--- src/rtl/cpu_io_pkg.sv ---
// Shared constants and types for the switch/button input conditioner.
package cpu_io_pkg;

    localparam int unsigned NUM_SWITCHES = 4;

    // Debounced push-button tracking state.
    typedef enum logic {
        IDLE = 1'b0,
        HELD = 1'b1
    } btn_state_e;

endpackage : cpu_io_pkg

--- src/rtl/switch_input_conditioner_if.sv ---
// Raw switch inputs, conditioned outputs and the CPU capture handshake.
interface switch_input_conditioner_if;
    import cpu_io_pkg::*;

    logic [NUM_SWITCHES-1:0] SWITCHES;
    logic                    PSWITCH;
    logic [NUM_SWITCHES-1:0] sw_stable;
    logic                    press_pulse;
    logic [NUM_SWITCHES-1:0] data;
    logic                    data_valid;
    logic                    data_ack;
    logic                    overrun;

    // Board / CPU side: drives the raw inputs and the acknowledge.
    modport master (
        output SWITCHES, PSWITCH, data_ack,
        input  sw_stable, press_pulse, data, data_valid, overrun
    );

    // Conditioner side.
    modport slave (
        input  SWITCHES, PSWITCH, data_ack,
        output sw_stable, press_pulse, data, data_valid, overrun
    );

endinterface : switch_input_conditioner_if

--- src/rtl/switch_input_conditioner_debounce_bit.sv ---
// One input bit: 2-flop synchronizer, optional polarity flip, debounce counter.
// The synchronizer resets to the raw released level (INVERT) so the
// normalized level starts at 0 without a spurious change after reset.
module debounce_bit #(
    parameter int unsigned DEBOUNCE_CYCLES = 500000,
    parameter bit          INVERT          = 1'b0
) (
    input  logic clk,
    input  logic sync_rst,
    input  logic i_raw,
    output logic o_level
);

    localparam int unsigned          CNT_W    = $clog2(DEBOUNCE_CYCLES + 1);
    localparam logic [CNT_W-1:0]     CNT_LAST = CNT_W'(DEBOUNCE_CYCLES - 1);

    logic             r_sync1;
    logic             r_sync2;
    logic [CNT_W-1:0] r_cnt;
    logic             r_level;
    logic             w_in;

    assign w_in    = r_sync2 ^ INVERT;
    assign o_level = r_level;

    // Synchronize, then accept a new level only after DEBOUNCE_CYCLES differing cycles.
    always_ff @(posedge clk) begin
        if (sync_rst) begin
            r_sync1 <= INVERT;
            r_sync2 <= INVERT;
            r_cnt   <= '0;
            r_level <= 1'b0;
        end else begin
            r_sync1 <= i_raw;
            r_sync2 <= r_sync1;
            if (w_in == r_level) begin
                r_cnt <= '0;
            end else if (r_cnt == CNT_LAST) begin
                r_level <= w_in;
                r_cnt   <= '0;
            end else begin
                r_cnt <= r_cnt + CNT_W'(1);
            end
        end
    end

endmodule : debounce_bit

--- src/rtl/switch_input_conditioner.sv ---
// Debounces four slide switches and a push button; each button press
// captures the debounced switch value for the CPU with an ack/overrun handshake.
module switch_input_conditioner
    import cpu_io_pkg::*;
#(
    parameter int unsigned DEBOUNCE_CYCLES = 500000,
    parameter bit          PSW_ACTIVE_LOW  = 1'b1
) (
    input  logic                       clk,
    input  logic                       sync_rst,
    switch_input_conditioner_if.slave  bus
);

    logic [NUM_SWITCHES-1:0] w_sw_level;
    logic                    w_btn;

    btn_state_e              r_state;
    btn_state_e              w_state_nxt;
    logic                    w_press;

    logic                    r_press_pulse;
    logic [NUM_SWITCHES-1:0] r_data;
    logic                    r_data_valid;
    logic                    r_overrun;
    logic [NUM_SWITCHES-1:0] w_data_nxt;
    logic                    w_valid_nxt;
    logic                    w_ovr_nxt;

    // Per-switch debouncers; their level registers drive sw_stable directly.
    for (genvar g = 0; g < NUM_SWITCHES; g++) begin : g_sw
        debounce_bit #(
            .DEBOUNCE_CYCLES (DEBOUNCE_CYCLES),
            .INVERT          (1'b0)
        ) u_sw (
            .clk      (clk),
            .sync_rst (sync_rst),
            .i_raw    (bus.SWITCHES[g]),
            .o_level  (w_sw_level[g])
        );
    end

    // Button debouncer; output is normalized to 1 = pressed.
    debounce_bit #(
        .DEBOUNCE_CYCLES (DEBOUNCE_CYCLES),
        .INVERT          (PSW_ACTIVE_LOW)
    ) u_btn (
        .clk      (clk),
        .sync_rst (sync_rst),
        .i_raw    (bus.PSWITCH),
        .o_level  (w_btn)
    );

    // Button state register.
    always_ff @(posedge clk) begin
        if (sync_rst) begin
            r_state <= IDLE;
        end else begin
            r_state <= w_state_nxt;
        end
    end

    // Next state, press detection and capture/ack/overrun handshake.
    // A press coinciding with an ack is treated as ack-then-capture.
    always_comb begin
        w_state_nxt = r_state;
        w_press     = 1'b0;
        w_data_nxt  = r_data;
        w_valid_nxt = r_data_valid;
        w_ovr_nxt   = r_overrun;

        case (r_state)
            IDLE: begin
                if (w_btn) begin
                    w_state_nxt = HELD;
                    w_press     = 1'b1;
                end
            end
            HELD: begin
                if (!w_btn) begin
                    w_state_nxt = IDLE;
                end
            end
        endcase

        if (bus.data_ack && r_data_valid) begin
            w_valid_nxt = 1'b0;
        end
        if (bus.data_ack) begin
            w_ovr_nxt = 1'b0;
        end

        if (w_press) begin
            if (!r_data_valid || bus.data_ack) begin
                w_data_nxt  = w_sw_level;
                w_valid_nxt = 1'b1;
                if (r_data_valid) begin
                    w_ovr_nxt = r_overrun;
                end
            end else begin
                w_ovr_nxt = 1'b1;
            end
        end
    end

    // Registered outputs.
    always_ff @(posedge clk) begin
        if (sync_rst) begin
            r_press_pulse <= 1'b0;
            r_data        <= '0;
            r_data_valid  <= 1'b0;
            r_overrun     <= 1'b0;
        end else begin
            r_press_pulse <= w_press;
            r_data        <= w_data_nxt;
            r_data_valid  <= w_valid_nxt;
            r_overrun     <= w_ovr_nxt;
        end
    end

    assign bus.sw_stable   = w_sw_level;
    assign bus.press_pulse = r_press_pulse;
    assign bus.data        = r_data;
    assign bus.data_valid  = r_data_valid;
    assign bus.overrun     = r_overrun;

endmodule : switch_input_conditioner

--- src/flat_wrapper.sv ---
// flat-port wrapper written by rule: the top's interface ports become plain ports
module switch_input_conditioner_flat import cpu_io_pkg::*;
#(
    parameter int unsigned DEBOUNCE_CYCLES = 500000,
    parameter bit          PSW_ACTIVE_LOW  = 1'b1
)
  (clk, sync_rst, bus_SWITCHES, bus_PSWITCH, bus_data_ack, bus_sw_stable, bus_press_pulse, bus_data, bus_data_valid, bus_overrun);
  switch_input_conditioner_if bus_i ();
  input  logic clk;
  input  logic sync_rst;
  input wire logic [$bits(bus_i.SWITCHES)-1:0] bus_SWITCHES;
  input wire logic [$bits(bus_i.PSWITCH)-1:0] bus_PSWITCH;
  input wire logic [$bits(bus_i.data_ack)-1:0] bus_data_ack;
  output wire logic [$bits(bus_i.sw_stable)-1:0] bus_sw_stable;
  output wire logic [$bits(bus_i.press_pulse)-1:0] bus_press_pulse;
  output wire logic [$bits(bus_i.data)-1:0] bus_data;
  output wire logic [$bits(bus_i.data_valid)-1:0] bus_data_valid;
  output wire logic [$bits(bus_i.overrun)-1:0] bus_overrun;
  assign bus_i.SWITCHES = bus_SWITCHES;
  assign bus_i.PSWITCH = bus_PSWITCH;
  assign bus_i.data_ack = bus_data_ack;
  assign bus_sw_stable = bus_i.sw_stable;
  assign bus_press_pulse = bus_i.press_pulse;
  assign bus_data = bus_i.data;
  assign bus_data_valid = bus_i.data_valid;
  assign bus_overrun = bus_i.overrun;
  switch_input_conditioner #(.DEBOUNCE_CYCLES(DEBOUNCE_CYCLES), .PSW_ACTIVE_LOW(PSW_ACTIVE_LOW)) u_core (.clk(clk), .sync_rst(sync_rst), .bus(bus_i));
endmodule
--- config.mk ---
export PLATFORM = sky130hd
export DESIGN_NAME = switch_input_conditioner_flat
export DESIGN_NICKNAME = d
export VERILOG_FILES = /design/src/rtl/cpu_io_pkg.sv /design/src/rtl/switch_input_conditioner_if.sv /design/src/rtl/switch_input_conditioner_debounce_bit.sv /design/src/rtl/switch_input_conditioner.sv /design/src/flat_wrapper.sv
export SDC_FILE = /design/constraint.sdc
export NUM_CORES = 1
export LEC_CHECK = 0
export CAP_MARGIN = 40
export CORE_MARGIN = 2
export CORE_UTILIZATION = 30
export DETAILED_ROUTE_END_ITERATION = 8
export DONT_BUFFER_PORTS = 1
export PLACE_DENSITY_LB_ADDON = 0.25
export SLEW_MARGIN = 10
export SYNTH_ARGS = -nofsm -noshare
export SYNTH_HDL_FRONTEND = slang
export SYNTH_SLANG_ARGS = --single-unit
--- constraint.sdc ---
create_clock -name clk -period 4.4 [get_ports clk]
set_clock_uncertainty 0.15 [all_clocks]
set_input_delay 0.66 -clock clk [delete_from_list [all_inputs] [get_ports clk]]
set_output_delay 0.66 -clock clk [all_outputs]
set_load 0.03 [all_outputs]
==> summary.md, run 1 <==
| Metric | Value |
|---|---|
| Status | `finished clean` |
| H-tree depth | `4` |
| Setup-failing EPs final | `0` |
| Bufs and invs on worst path | `0` |
| R2r worst-path depth | `4` |
| Slew Limit Fails | `0` |
| Final WS setup | `2120 ps` |
| Die ar. | `18000 um^2` |
| Netlist cell types | `37` |
| Register area share after synthesis | `46.6%` |
| Fmax | `0.439 GHz` |
| EDFF count, synth | `0` |
| First-pass GRT wire length | `16.8 mm` |
| Fin crit period | `2280 ps` |
| Final wirelength | `9.90 mm` |
| MaxCap Viol Count | `0` |
| Hold depth | `1` |
| Layout fillers | `1737` |
| WP data required | `4530 ps` |
| Critical Path AT | `2410 ps` |
| Die extent in y | `134 um` |
| Rows | `47` |
| Via density | `4.79` |
| GRT Total Usage | `11.6%` |
| Hold Vio Cnt, Final | `0` |
| Skew-Pair Late Insertion Delay | `410 ps` |
| Pre-antenna DRT Iters | `4` |
| Initial core utilization | `30.6%` |
| Util after Layout | `35.5%` |
| FFs w/ async S/R, synth | `0%` |
| Critical path's top delay family | `simple AND/OR/NAND/NOR gates` |
| Worst-path fanout max | `17` |
| Cell Int Power | `1970 uW` |
| Post-synthesis cell count | `576` |
| Register-to-register setup slack | `2120 ps` |
| Fraction of layout cells with a size suffix above 1 | `7.77%` |
| Mapped cell area | `5070 um^2` |
| DR vias | `3890` |
| Post-DRT Antenna Nets | `0` |
| Flop pwr share | `43.2%` |
| Critical path class | `reg2reg` |
| Crit path depth | `4` |
| Power Density | `423 nW/um^2` |
| Mean routed wirelength per cell | `12.2 um` |
| Clock power share | `56.1%` |
| Largest net degree at the start of global routing | `25` |
| Nets | `592` |
| Most used DFF post-synth | `dfxtp_1` |
| Worst Tran Pin Value | `705 ps` |
| Worst min path class | `in2reg` |
| Initial antenna violation count | `0` |
| Multi-input logic area | `2550 um^2` |
| Vias in the first global route | `3582` |
| Clock tree buffer depth | `2` |
| Die Width | `134 um` |
| RePlAce Congestion | `0.833` |
| Hold_buf cts | `0` |
| Reg clk slew, reported paths | `60 ps` |
| Clock tree sinks | `118` |
| Element type at the critical path end | `flip-flop` |
| CTS resizes | `0` |
| Syn. warnings | `0` |
| Antenna cell count | `0` |
| Crit-path cells | `or4b_2 -> or4_4 -> o21bai_4 -> nor2_1` |
| Core ar. | `16600 um^2` |
| Slowest-stage cell, CP | `or4b_2` |
| Cts bufs inserted | `17` |
| Worst vdd ir | `300 uV` |
| Switch share | `20.9%` |
| Drt drc | `0` |
| DP HPWL | `6.93 mm` |
| Leak | `0.00177 uW` |
| Post-CTS Setup Inserts | `0` |
| Initial DRC Count | `110` |
| Synthesized Nets | `589` |
| Register area | `2360 um^2` |
| Slew HR | `53.0%` |
| Ports | `19` |
| Setup TNS | `0 ps` |
| Synth-to-Final Area Change | `16.0%` |
| Setup WS pre-CTS | `2130 ps` |
| Tcrit/Tclk final | `51.7%` |
| CTS root buf | `clkbuf_16` |
| CTS tree | `done` |
| Critical Path Max Stage Delay | `660 ps` |
| Total congestion overflow | `0` |
| Net switching power | `520 uW` |
| Flops & latches, synth | `118` |
| Unrepaired setup endpoints after global routing | `false` |
| Worst setup SP type | `flip-flop` |
| PortBufs | `0` |
| WHS | `167 ps` |
| Synthesized area per cell | `8.81 um^2` |
| Combinational share of power | `0.7%` |
power groups by stage:
stage                     sequential [uW]  combinational (uW)  clock, uW
after CTS                            1080                17.7       1440
final                                1080                17.1       1400
after detailed placement             1100                17.6          0
after global placement               1100                16.3          0
after floorplan                      1100                15.6          0
after global routing                 1080                19.9       1490
state kept, by name (all words and copies together) (netlist names), 4 cells and up:
name                      flops
u_core.u_btn.r_cnt           19
u_core.bus.data               4
u_core.g_sw.u_sw.r_sync1      4
u_core.g_sw.u_sw.r_cnt       76
u_core.g_sw.u_sw.r_sync2      4
u_core.g_sw.u_sw.o_level      4
cell type report:
| class | count | share of cell area, % |
|---|---|---|
| Inverter | 19 | 1.21 |
| Sequential cell | 118 | 40.1 |
| Clock buffer | 17 | 7.23 |
| Tap cell | 220 | 4.68 |
| Clock inverter | 15 | 3.04 |
| Multi-Input combinational cell | 421 | 43.3 |
| Timing Repair Buffer | 2 | 0.383 |
final timing paths:
check                            endpoint                         start
min           u_core.g_sw[1].u_sw.o_level                      sync_rst
min reg2reg          u_core.u_btn.r_sync2          u_core.u_btn.r_sync1
max          u_core.g_sw[3].u_sw.r_cnt[5]  u_core.g_sw[3].u_sw.r_cnt[9]
max reg2reg  u_core.g_sw[3].u_sw.r_cnt[5]  u_core.g_sw[3].u_sw.r_cnt[9]
cells in the final DEF (no fill, tap or decap), types with 18 or more instances in the layout:
| cell | netlist | layout |
|---|---|---|
| dfxtp_1 | 118 | 118 |
| nor2_1 | 78 | 78 |
| nand2_1 | 43 | 43 |
| xor2_1 | 37 | 37 |
| nand3_1 | 35 | 35 |
| a21oi_1 | 35 | 35 |
| xnor2_1 | 28 | 28 |
| nand4_1 | 24 | 24 |
| or3_1 | 22 | 22 |
| inv_1 | 19 | 19 |
| o21ai_0 | 18 | 18 |
kinds of logic (layout without fill, tap and decap cells):
kind of cell,after synthesis,count (layout),synth area share [%]
adder cells (fa/ha/maj),6,6,1.43
buffers and inverters,37,53,3.16
flip-flops,118,118,46.6
XOR/XNOR,65,65,11.2
AND/OR/NAND/NOR,280,280,29.5
AO/OA/AOI/OAI,70,70,8.16
per-layer routing:
layer / routed length (um) / GRT usage [%]
met5: 0 / 0
met3: 480 / 4.76
met1: 5020 / 15.0
met2: 4350 / 17.7
met4: 47 / 3.45
per-stage QoR:
step | power [uW] | cell area (um^2) | instances
CTS | 2530 | 5890 | 812
finish | 2490 | 5890 | 812
global route | 2590 | 5890 | 812
detailed placement | 1120 | 5280 | 780
floorplan | 1120 | 5070 | 576
global placement | 1120 | 5260 | 778
cells in the mapped netlist (4+ instances only):
master,instances,share of area [%]
clkbuf_1,11,0.81
or3_1,22,2.7
nor3_1,5,0.49
or4b_2,4,0.79
buf_4,5,0.74
ha_1,5,1.2
nor2_1,78,5.8
and3_1,6,0.74
o21ai_0,18,1.8
a21oi_1,35,3.5
and4_1,11,1.9
nand2_1,43,3.2
xor2_1,37,6.4
dfxtp_1,118,47
nand3_1,35,3.5
nor2b_1,11,1.4
nor4b_1,8,1.4
or4_1,12,1.8
inv_1,19,1.4
nor4_1,9,1.1
nand4_1,24,3.0
o31ai_1,10,1.5
xnor2_1,28,4.8
(Power assumes the default switching activity.)
==> run 2, diff against run 1 <==
--- a/config.mk
+++ b/config.mk
@@ -5,6 +5,7 @@
 export SDC_FILE = /design/constraint.sdc
 export NUM_CORES = 1
 export LEC_CHECK = 0
+export ABC_AREA = 1
 export CAP_MARGIN = 40
 export CORE_MARGIN = 2
 export CORE_UTILIZATION = 30
==> constraint.sdc (replaced) <==
create_clock -name clk -period 2.23 [get_ports clk]
set_clock_uncertainty 0.15 [all_clocks]
set_input_delay 0.3345 -clock clk [delete_from_list [all_inputs] [get_ports clk]]
set_output_delay 0.3345 -clock clk [all_outputs]
set_load 0.03 [all_outputs]
==> run 2 against run 1 <==
Against the previous run: synthesized cell count increased by 48%; area after synthesis increased by 14%; worst setup slack got worse by 1800 ps; global-route usage increased by 1.5 points; critical endpoint is now u_core.g_sw[2].u_sw.r_cnt[18]; highest routed layer unchanged.
==> summary.md, run 2 <==
| Metric | Value |
|---|---|
| MaxCap Viol Count | `0` |
| Critical Path AT | `2030 ps` |
| CTS resizes | `0` |
| CP Launch Point | `u_core.g_sw[2].u_sw.r_cnt[0]` |
| Flop pwr share | `43.2%` |
| Unrepaired setup endpoints after global routing | `false` |
| CTS root buf | `clkbuf_16` |
| Worst vdd ir | `299 uV` |
| Pre-antenna DRT Iters | `5` |
| Clock tree buffer depth | `2` |
| FFs w/ async S/R, synth | `0%` |
| Status | `finished clean` |
| DR vias | `4875` |
| Hold_buf cts | `7` |
| Post-CTS Setup Inserts | `0` |
| RePlAce Congestion | `0.828` |
| Core ar. | `18800 um^2` |
| Slew Limit Fails | `0` |
| Initial core utilization | `30.8%` |
| Commonest non-fill, non-tap cell in the layout | `nand2_1` |
| Fin crit period | `1870 ps` |
| Drt drc | `0` |
| Largest net degree at the start of global routing | `20` |
| Ports | `19` |
| Clock power share | `55.5%` |
| Mapped cell area | `5790 um^2` |
| Critical path class | `reg2reg` |
| Post-synthesis cell count | `854` |
| Netlist cell types | `30` |
| Die Width | `143 um` |
| CTS tree | `done` |
| Total congestion overflow | `0` |
| Skew-Pair Late Insertion Delay | `410 ps` |
| Element type at the critical path end | `flip-flop` |
| Power Density | `732 nW/um^2` |
| Synthesized Nets | `867` |
| Most frequent cells in the layout | `nand2_1, nor2_1, dfxtp_1` |
| Top reg by flops | `u_core.g_sw.u_sw.r_cnt` |
| Tcrit/Tclk final | `83.7%` |
| Initial antenna violation count | `0` |
| Vias in the first global route | `4660` |
| Syn. warnings | `0` |
| Layout fillers | `2012` |
| Fraction of layout cells with a size suffix above 1 | `8.10%` |
| Nets | `889` |
| Reg clk slew, reported paths | `50 ps` |
| PortBufs | `0` |
| Min-delay src | `sync_rst` |
| Worst setup SP type | `flip-flop` |
| Initial DRC Count | `234` |
| Switch share | `19.9%` |
| Clock tree sinks | `118` |
| Setup-failing EPs final | `0` |
| Fmax | `0.536 GHz` |
| Top cell by count, worst path | `nor2_1` |
| Cell Int Power | `3950 uW` |
| Setup TNS | `0 ps` |
| H-tree depth | `4` |
| First-pass GRT wire length | `21.4 mm` |
| Antenna cell count | `0` |
| Max FFs per register | `76` |
| GRT Total Usage | `13.1%` |
| Crit-path cells | `ha_1 -> nand2_1 -> nor2_1 -> nand3_1 -> o21bai_4 -> buf_4 -> nor2_1` |
| Most used DFF post-synth | `dfxtp_1` |
| Combinational share of power | `1.2%` |
| Net switching power | `980 uW` |
| Worst-path fanout max | `13` |
| Synth top cells by count | `nand2_1, nor2_1, dfxtp_1` |
| Die ar. | `20400 um^2` |
| Worst Tran Pin Value | `666 ps` |
| Die extent in y | `143 um` |
| DP HPWL | `9.05 mm` |
| Post-DRT Antenna Nets | `0` |
| WP data required | `2390 ps` |
| Register area share after synthesis | `40.8%` |
| Post-synth top area cell | `dfxtp_1` |
| Total power | `4930 uW` |
| Cts bufs inserted | `17` |
| Rows | `50` |
| Synth-to-Final Area Change | `16.2%` |
| Final wirelength | `12.3 mm` |
| Top-area cell type share of the netlist area | `40.8%` |
| Worst min path class | `in2reg` |
| Worst r2r src | `u_core.g_sw[2].u_sw.r_cnt[0]` |
| Leak | `0.00224 uW` |
| Regs by FF count | `u_core.g_sw.u_sw.r_cnt (76), u_core.u_btn.r_cnt (19)` |
| Flops & latches, synth | `118` |
| Area contributors post-synth | `dfxtp_1, nand2_1, nor2_1, inv_1, xor2_1` |
| EDFF count, synth | `0` |
| Slowest-stage cell, CP | `dfxtp_1` |
| Slew HR | `55.5%` |
| Critical Path Max Stage Delay | `410 ps` |
| Via density | `4.24` |
| Mean routed wirelength per cell | `10.7 um` |
| Hold Vio Cnt, Final | `0` |
| Dominant cell by count in the synthesized netlist | `nand2_1` |
| Synthesized area per cell | `6.78 um^2` |
[run 2: cell types whose count changed after synthesis, moves of 12 or more]
| cell | before | now |
|---|---|---|
| inv_1 | 19 | 99 |
| nand2_1 | 43 | 213 |
| nand3_1 | 35 | 53 |
| nor2_1 | 78 | 191 |
| nor2_2 | 0 | 13 |
| or3_1 | 22 | 0 |
| or4_1 | 12 | 0 |
| xnor2_1 | 28 | 9 |
[run 2: area by class of cell]
type	instances	area [um^2]	share of cell area (%)
Tap cell	260	325	4.83
Clock buffer	22	464	6.89
Sequential cell	118	2360	35.1
Timing Repair Buffer	14	123	1.82
Inverter	99	372	5.52
Clock inverter	10	128	1.90
Multi-Input combinational cell	626	2960	44.0
[run 2: final timing paths]
kind | to | slack (ps) | cells past startpoint
setup reg to reg | u_core.g_sw[2].u_sw.r_cnt[18] | 360 | 7
hold reg to reg | u_core.g_sw[1].u_sw.r_sync2 | 260 | 2
hold / removal | u_core.g_sw[1].u_sw.o_level | 70 | 3
setup / recovery | u_core.g_sw[2].u_sw.r_cnt[18] | 360 | 7
[run 2: layer usage]
| metal | track usage [%] | up-vias | share of wire (%) |
|---|---|---|---|
| met1 | 16.6 | 2122 | 50 |
| met3 | 3.25 | 13 | 3.6 |
| met5 | 0 | - | 0 |
| met2 | 21.1 | 46 | 45 |
| li1 | - | 2694 | - |
| met4 | 5.78 | 0 | 1.5 |
[run 2: cells by family (layout without fill, tap and decap cells)]
group,after synthesis,after routing,share of synthesized area [%]
simple gates,519,519,37.9
xor+xnor,42,42,6.35
fa+ha+maj,5,5,1.08
flops,118,118,40.8
buf+inv,110,145,8.14
compound gates,60,60,5.77
[run 2: stage by stage]
stage               setup slack (ps)  hold WS, ps  area [um^2]  cells  util [%]
floorplan                        609          238         5790    854         -
global placement                 313          253         6070   1110      32.2
detailed placement               335          258         6070   1110      32.2
CTS                              326         60.8         6730   1149      35.8
global route                     156         81.5         6730   1149      35.8
finish                           363         73.6         6730   1149      35.8
[run 2: critical path: cells and delay by family (launching register included)]
| kind | cells | cell delay [ps] |
|---|---|---|
| fa+ha+maj | 1 | 250 |
| flops | 1 | 410 |
| compound gates | 1 | 350 |
| buf+inv | 1 | 200 |
| simple gates | 4 | 390 |
[run 2: power groups by stage]
stage                     combinational, uW  clock [uW]  sequential [uW]
after floorplan                        40.6           0             2170
after global placement                 48.9           0             2170
after detailed placement               48.7           0             2170
after CTS                              63.4        2820             2130
after global routing                   70.8        2900             2130
final                                  61.2        2740             2130
